--- src/rtl/sense_hold_timer_if.sv ---
// Sense/hold timer bus: per-channel sense inputs and the hold status outputs.
// Signalling is level/pulse based with no handshake: sense is a raw level the
// timer samples every clock; busy/remaining are levels, done/tick are one-clk
// pulses. state_dbg mirrors each channel FSM (1 = HOLD) for checkers.
interface sense_hold_timer_if #(
  parameter int NUM_CH = 4,
  parameter int CNT_W  = 4
);
  logic [NUM_CH-1:0]       sense;
  logic [NUM_CH-1:0]       busy;
  logic [NUM_CH-1:0]       done;
  logic [NUM_CH*CNT_W-1:0] remaining;
  logic                    tick;
  logic [NUM_CH-1:0]       state_dbg;

  modport master (
    output sense,
    input  busy, done, remaining, tick, state_dbg
  );

  modport slave (
    input  sense,
    output busy, done, remaining, tick, state_dbg
  );
endinterface

--- src/rtl/sense_hold_timer.sv ---
// Multi-channel sense/hold timer. A shared prescaler produces a tick every
// DIV clocks; each channel synchronizes its sense input, detects a rising
// edge and then holds busy for HOLD_TICKS ticks, pulsing done on expiry.
// Optional feature: define HOLD_RETRIGGER_EN to let a new rise during a hold
// reload the tick counter instead of being ignored.
module sense_hold_timer #(
  parameter int NUM_CH     = 4,
  parameter int DIV        = 50000000,
  parameter int HOLD_TICKS = 5,
  parameter int CNT_W      = 4
) (
  input logic              clk,
  input logic              Reset,
  sense_hold_timer_if.slave bus
);

  localparam int PW = (DIV > 1) ? $clog2(DIV) : 1;
  localparam logic [PW-1:0]    PRE_LAST  = PW'(DIV - 1);
  localparam logic [CNT_W-1:0] HOLD_LOAD = CNT_W'(HOLD_TICKS);
  localparam logic [CNT_W-1:0] CNT_ONE   = CNT_W'(1);

`ifdef HOLD_RETRIGGER_EN
  localparam bit RETRIGGER = 1'b1;
`else
  localparam bit RETRIGGER = 1'b0;
`endif

  typedef enum logic {S_IDLE = 1'b0, S_HOLD = 1'b1} state_t;

  logic [PW-1:0]     pre_cnt;
  logic              tick;
  logic [NUM_CH-1:0] sync1, sync2, hist, rise;

  state_t            state_q [NUM_CH];
  state_t            state_d [NUM_CH];
  logic [CNT_W-1:0]  rem_q   [NUM_CH];
  logic [CNT_W-1:0]  rem_d   [NUM_CH];
  logic [NUM_CH-1:0] done_q, done_d;

  // Free-running prescaler, wraps after DIV-1.
  always_ff @(posedge clk or posedge Reset) begin
    if (Reset) begin
      pre_cnt <= '0;
    end else if (pre_cnt == PRE_LAST) begin
      pre_cnt <= '0;
    end else begin
      pre_cnt <= pre_cnt + PW'(1);
    end
  end

  // Tick is forced low in reset so DIV=1 still shows tick=0 while held.
  assign tick = (pre_cnt == PRE_LAST) && !Reset;

  // Two-stage synchronizer plus history stage for rise detection.
  always_ff @(posedge clk or posedge Reset) begin
    if (Reset) begin
      sync1 <= '0;
      sync2 <= '0;
      hist  <= '0;
    end else begin
      sync1 <= bus.sense;
      sync2 <= sync1;
      hist  <= sync2;
    end
  end

  assign rise = sync2 & ~hist;

  // Per-channel FSM, counter and done registers.
  always_ff @(posedge clk or posedge Reset) begin
    if (Reset) begin
      for (int i = 0; i < NUM_CH; i++) begin
        state_q[i] <= S_IDLE;
        rem_q[i]   <= '0;
      end
      done_q <= '0;
    end else begin
      for (int i = 0; i < NUM_CH; i++) begin
        state_q[i] <= state_d[i];
        rem_q[i]   <= rem_d[i];
      end
      done_q <= done_d;
    end
  end

  // Next-state: load on rise, count down on tick, expire at the last tick.
  always_comb begin
    done_d = '0;
    for (int i = 0; i < NUM_CH; i++) begin
      state_d[i] = state_q[i];
      rem_d[i]   = rem_q[i];
      case (state_q[i])
        S_IDLE: begin
          // A coincident tick is deliberately not applied on the load cycle.
          if (rise[i]) begin
            state_d[i] = S_HOLD;
            rem_d[i]   = HOLD_LOAD;
          end
        end
        S_HOLD: begin
          if (RETRIGGER && rise[i]) begin
            // Reload wins over a coincident final tick: no expiry, no done.
            rem_d[i] = HOLD_LOAD;
          end else if (tick) begin
            // <= 1 also catches a corrupted zero so the count never wraps.
            if (rem_q[i] <= CNT_ONE) begin
              state_d[i] = S_IDLE;
              rem_d[i]   = '0;
              done_d[i]  = 1'b1;
            end else begin
              rem_d[i] = rem_q[i] - CNT_ONE;
            end
          end
        end
        default: begin
          state_d[i] = S_IDLE;
          rem_d[i]   = '0;
        end
      endcase
    end
  end

  // Output mapping from the registered channel state.
  for (genvar g = 0; g < NUM_CH; g++) begin : g_out
    assign bus.busy[g]                      = (state_q[g] == S_HOLD);
    assign bus.state_dbg[g]                 = state_q[g];
    assign bus.remaining[g*CNT_W +: CNT_W]  = rem_q[g];
  end

  assign bus.done = done_q;
  assign bus.tick = tick;

endmodule

--- src/flat_wrapper.sv ---
// flat-port wrapper written by rule: the top's interface ports become plain ports
module sense_hold_timer_flat 
#(
  parameter int NUM_CH     = 4,
  parameter int DIV        = 50000000,
  parameter int HOLD_TICKS = 5,
  parameter int CNT_W      = 4
)
  (clk, Reset, bus_sense, bus_busy, bus_done, bus_remaining, bus_tick, bus_state_dbg);
  sense_hold_timer_if #(.NUM_CH(NUM_CH), .CNT_W(CNT_W)) bus_i ();
  input logic clk;
  input logic Reset;
  input wire logic [$bits(bus_i.sense)-1:0] bus_sense;
  output wire logic [$bits(bus_i.busy)-1:0] bus_busy;
  output wire logic [$bits(bus_i.done)-1:0] bus_done;
  output wire logic [$bits(bus_i.remaining)-1:0] bus_remaining;
  output wire logic [$bits(bus_i.tick)-1:0] bus_tick;
  output wire logic [$bits(bus_i.state_dbg)-1:0] bus_state_dbg;
  assign bus_i.sense = bus_sense;
  assign bus_busy = bus_i.busy;
  assign bus_done = bus_i.done;
  assign bus_remaining = bus_i.remaining;
  assign bus_tick = bus_i.tick;
  assign bus_state_dbg = bus_i.state_dbg;
  sense_hold_timer #(.NUM_CH(NUM_CH), .DIV(DIV), .HOLD_TICKS(HOLD_TICKS), .CNT_W(CNT_W)) u_core (.clk(clk), .Reset(Reset), .bus(bus_i));
endmodule
--- config.mk ---
export PLATFORM = sky130hd
export DESIGN_NAME = sense_hold_timer_flat
export DESIGN_NICKNAME = d
export VERILOG_FILES = /design/src/rtl/sense_hold_timer_if.sv /design/src/rtl/sense_hold_timer.sv /design/src/flat_wrapper.sv
export SDC_FILE = /design/constraint.sdc
export NUM_CORES = 1
export LEC_CHECK = 0
export BUFFER_PORTS_ARGS = -buffer_cell sky130_fd_sc_hd__clkbuf_2
export CAP_MARGIN = 20
export CORE_MARGIN = 2
export CORE_UTILIZATION = 30
export DETAILED_ROUTE_END_ITERATION = 8
export PLACE_DENSITY = 0.54
export SLEW_MARGIN = 5
export SYNTH_ARGS = -nofsm -noshare
export SYNTH_HDL_FRONTEND = slang
export SYNTH_SLANG_ARGS = --single-unit
--- constraint.sdc ---
create_clock -name clk -period 10.6 [get_ports clk]
set_input_delay 2.12 -clock clk [delete_from_list [all_inputs] [get_ports clk]]
set_output_delay 2.12 -clock clk [all_outputs]
set_load 0.01 [all_outputs]
# Word level (Yosys, flattened, before mapping)
# Index checks and enable logic that the tools add are counted.
# totals
register_bits,62
word_cells,88
# classes
mux,45
eq_ne,9
n_reduce_logical,6
addsub,5
bitwise_logic,6
magnitude_cmp,4
# op_table
op,n
4-bit two-way mux,12
4-bit one-hot mux with 2 select lines,4
"26-bit by 1-bit adder with 26-bit output, second input constant",1
"26-bit == test, second input constant",1
26-bit two-way mux,1
1-bit two-way mux,24
"4-bit by 1-bit <= comparator with 1-bit output, second input constant",4
"4-bit by 1-bit subtractor with 4-bit output, second input constant",4
"2-bit by 1-bit inequality test with 1-bit output, second input constant",4
"2-bit inequality test, second input constant",4
1-bit one-hot mux with 2 select lines,4
2-bit AND reduction,4
4-bit AND,1
1-bit inverter,4
4-bit inverter,1
1-bit logical AND,1
1-bit zero test,1

# Logic depth before layout (Yosys ltp)
# logic_depth
word_depth,4
depth_mapped,6
depth_no_buf,6

# Worst setup path before layout
# OpenSTA, ideal clock, no wires.
# synth_timing
kind,input to output
from,input Reset
to,output bus_tick
setup_slack_ns,3.804
required_time_ns,8.480
arrival_ns,4.676
stages,4
cell_sequence,inv_1 nand4_1 or2_2 inv_1
# synth_via
elab_chain_cells,2
# synth_lines
element,line_no,source
"start, declared",flat_wrapper.sv:12,input logic Reset;
1-bit zero test,sense_hold_timer.sv:52,assign tick = (pre_cnt == PRE_LAST) && !Reset;
1-bit logical AND,sense_hold_timer.sv:52,
"end, declared",flat_wrapper.sv:17,output wire logic [$bits(bus_i.tick)-1:0] bus_tick;
# Every way passes these cells.

# Final worst setup path
# Ends and elaborated chain as after synthesis.

==> results.yml <==
synthesis:
  synth_edf_count: 0
  syn_inst: 321
  ys_types: 52
  synth-xor-area-share: 0.0407
  yosys_most_used_dff: "dfrtp_1"
  synth-simple-area-share: 0.238
  synthMuxAreaShare: 0.0202
  synth_area_um2: 3230
  ys_ff_latch: 62
  postSynth.asyncResetShare: 1.00
  synth_area_leaders: "dfrtp_1, o211ai_1, nand4_1"
  avgSynthCellArea_um2: 10.1
  yosys.area_share.adder: 0.0349
  synth_compound_area_frac: 0.124
  ys_seq_area_frac: 0.481
  synth_top_family_by_area: "simple AND/OR/NAND/NOR gates"
  yosys_warnings: 0
  syn_nets: 336
  yosys.area.top_type: "dfrtp_1"
  synth_top_area_share: 0.481
timing:
  period_share: 0.654
  finalSetupTns_ps: 0
  setup_violations: 0
  slew-limit-headroom: 0.369
  fmax_mhz: 144
  fin_ws_ps: 3670
  rsz0062_at_grt: "no"
  hold_viol_final: 0
  worst_pin_slew_ps: 944
  skew_ps: 9.46
  report.final.slew_viol_count: 0
  fin_crit_ps: 6930
placement:
  dp_slack_ps: 3590
  hpwl_um: 4920
  gp_congestion: 0.825
  port_buffers: 34
  placed_cell_area_um2: 3490
routing:
  drc: 0
  drt-pass1-iter-count: 4
  drt-wirelength-per-cell_um: 15.0
  first_iter_violations: 135
  routed-via-count: 2581
  totalWireLength_um: 7380
  ant_nets: 0
  viasPerCell: 5.24
grt:
  grtUsageTotal: 0.136
  overflow: 0
  grt_pass1_vias: 2540
  antenna_found_initial: 0
  grt_pass1_wl_um: 12400
  grt_max_degree: 64
clocking:
  clockRootBuffer: "clkbuf_8"
  cts_sinks: 62
  cts.htree.levels: 3
  path_clk_slew_ps: 60
  tritoncts: "built"
  numCtsBuffers: 9
  clock_latency_ps: 350
  post_cts_buffers: 0
  clock_path_buffers: 2
  cts_hold_buf: 0
  post_cts_resize_count: 0
final_layout:
  fin_nets: 367
  syn_to_final_growth_pct: 14.9
  final_cell_mix: "dfrtp_1, clkbuf_2, inv_1, nand4_1, o211ai_1"
  num_antenna_cells: 0
  stdcell_area_um2: 3710
  utilization: 0.358
  drive_above_1_share: 0.188
  layout_commonest_cell: "dfrtp_1"
job:
  cap_viol_max_count: 0
run_status:
  status: "finished, final reports clean"
pwr:
  peakVddDrop_uv: 63.4
  finalPower_mw: 0.478
  power_leakage_nw: 1.53
  power_density_nw_per_um2: 129
worst_setup_path:
  worstPathArrival_ps: 4810
  required_ps: 8480
  crit_type: "primary input to output pin"
  worst_setup_path_start_kind: "primary input"
  critPathMaxFanout: 63
  setup.worst_path.end_class: "output pin"
floorplan:
  die_area_um2: 11600
  ioPinCount: 35
  initial_core_util: 0.311
  fp.dieW_um: 108
  design.core.area_um2: 10400
  fp.dieH_um: 108
  rows: 37
min_path:
  hp-class: "flip-flop to flip-flop"
## kinds of logic (layout without fill, tap and decap cells)
logic type | Yosys count | in the layout
simple gates | 128 | 128
flops | 62 | 62
compound gates | 57 | 57
buf+inv | 44 | 80
xor+xnor | 15 | 15
fa+ha+maj | 9 | 9
mux | 6 | 6
## per-layer routing
layer | GRT usage | vias to the layer above | share of wire
met2 | 0.216 | 57 | 0.46
li1 | - | 1244 | -
met4 | 0.0458 | 0 | 0.012
met1 | 0.174 | 1267 | 0.47
met3 | 0.0436 | 13 | 0.058
met5 | 0 | - | 0
## cells in the mapped netlist (7+ instances only)
master / n
xnor2_1: 8
o211ai_1: 20
nor3_1: 18
nand4_1: 20
ha_1: 9
a21oi_1: 7
nand2_1: 18
dfrtp_1: 62
nand3_1: 8
xor2_1: 7
nor2_1: 18
o31ai_1: 9
inv_1: 27
## cell type report
cell class              instances  area (um^2)
multi-input cells             215         1480
inverters                      27          101
clock inverters                 4         70.1
clock buffers                  12          145
well taps                     136          170
flip-flops and latches         62         1550
fillers                      1069         6660
repair buffers                 37          193
## sequential cells by signal (all words and copies together), names as in the netlist
register	count
u_core.pre_cnt	26
u_core.bus.busy	4
u_core.bus.done	4
u_core.hist	4
u_core.sync2	4
u_core.sync1	4
u_core.bus.remaining	16
## worst max-delay path: stages
cell and delay [ps]:
clkbuf_2 90, inv_2 40, buf_4 600, nand4_1 900, or2_2 650, inv_1 220
clkbuf_2 180
## worst paths after layout
path | startpoint | to | slack [ps] | cells past startpoint
worst max-delay path | Reset | bus_tick | 3670 | 7
worst max register to register | u_core.pre_cnt[0] | u_core.bus.done[0] | 7670 | 6
worst min register to register | u_core.sync1[0] | u_core.sync2[0] | 340 | 0
max in group asynchronous | Reset | u_core.pre_cnt[5] | 8090 | 3
worst min-delay path | u_core.sync1[0] | u_core.sync2[0] | 340 | 0
min in group asynchronous | Reset | u_core.pre_cnt[13] | 1970 | 3
## stage by stage
stage / instances / hold slack, ps
6_report: 493 / 343
5_1_grt: 493 / 360
4_1_cts: 493 / 351
3_5_place_dp: 477 / 335
3_3_place_gp: 477 / 332
2_1_floorplan: 321 / 331
## power by group
part	leakage (nW)	internal, mW	total (mW)	switching, mW
Clock	0.110	0.138	0.231	0.0929
Combinational	0.698	0.00145	0.00731	0.00586
Sequential	0.725	0.239	0.240	0.000728
(Power assumes the default switching activity.)
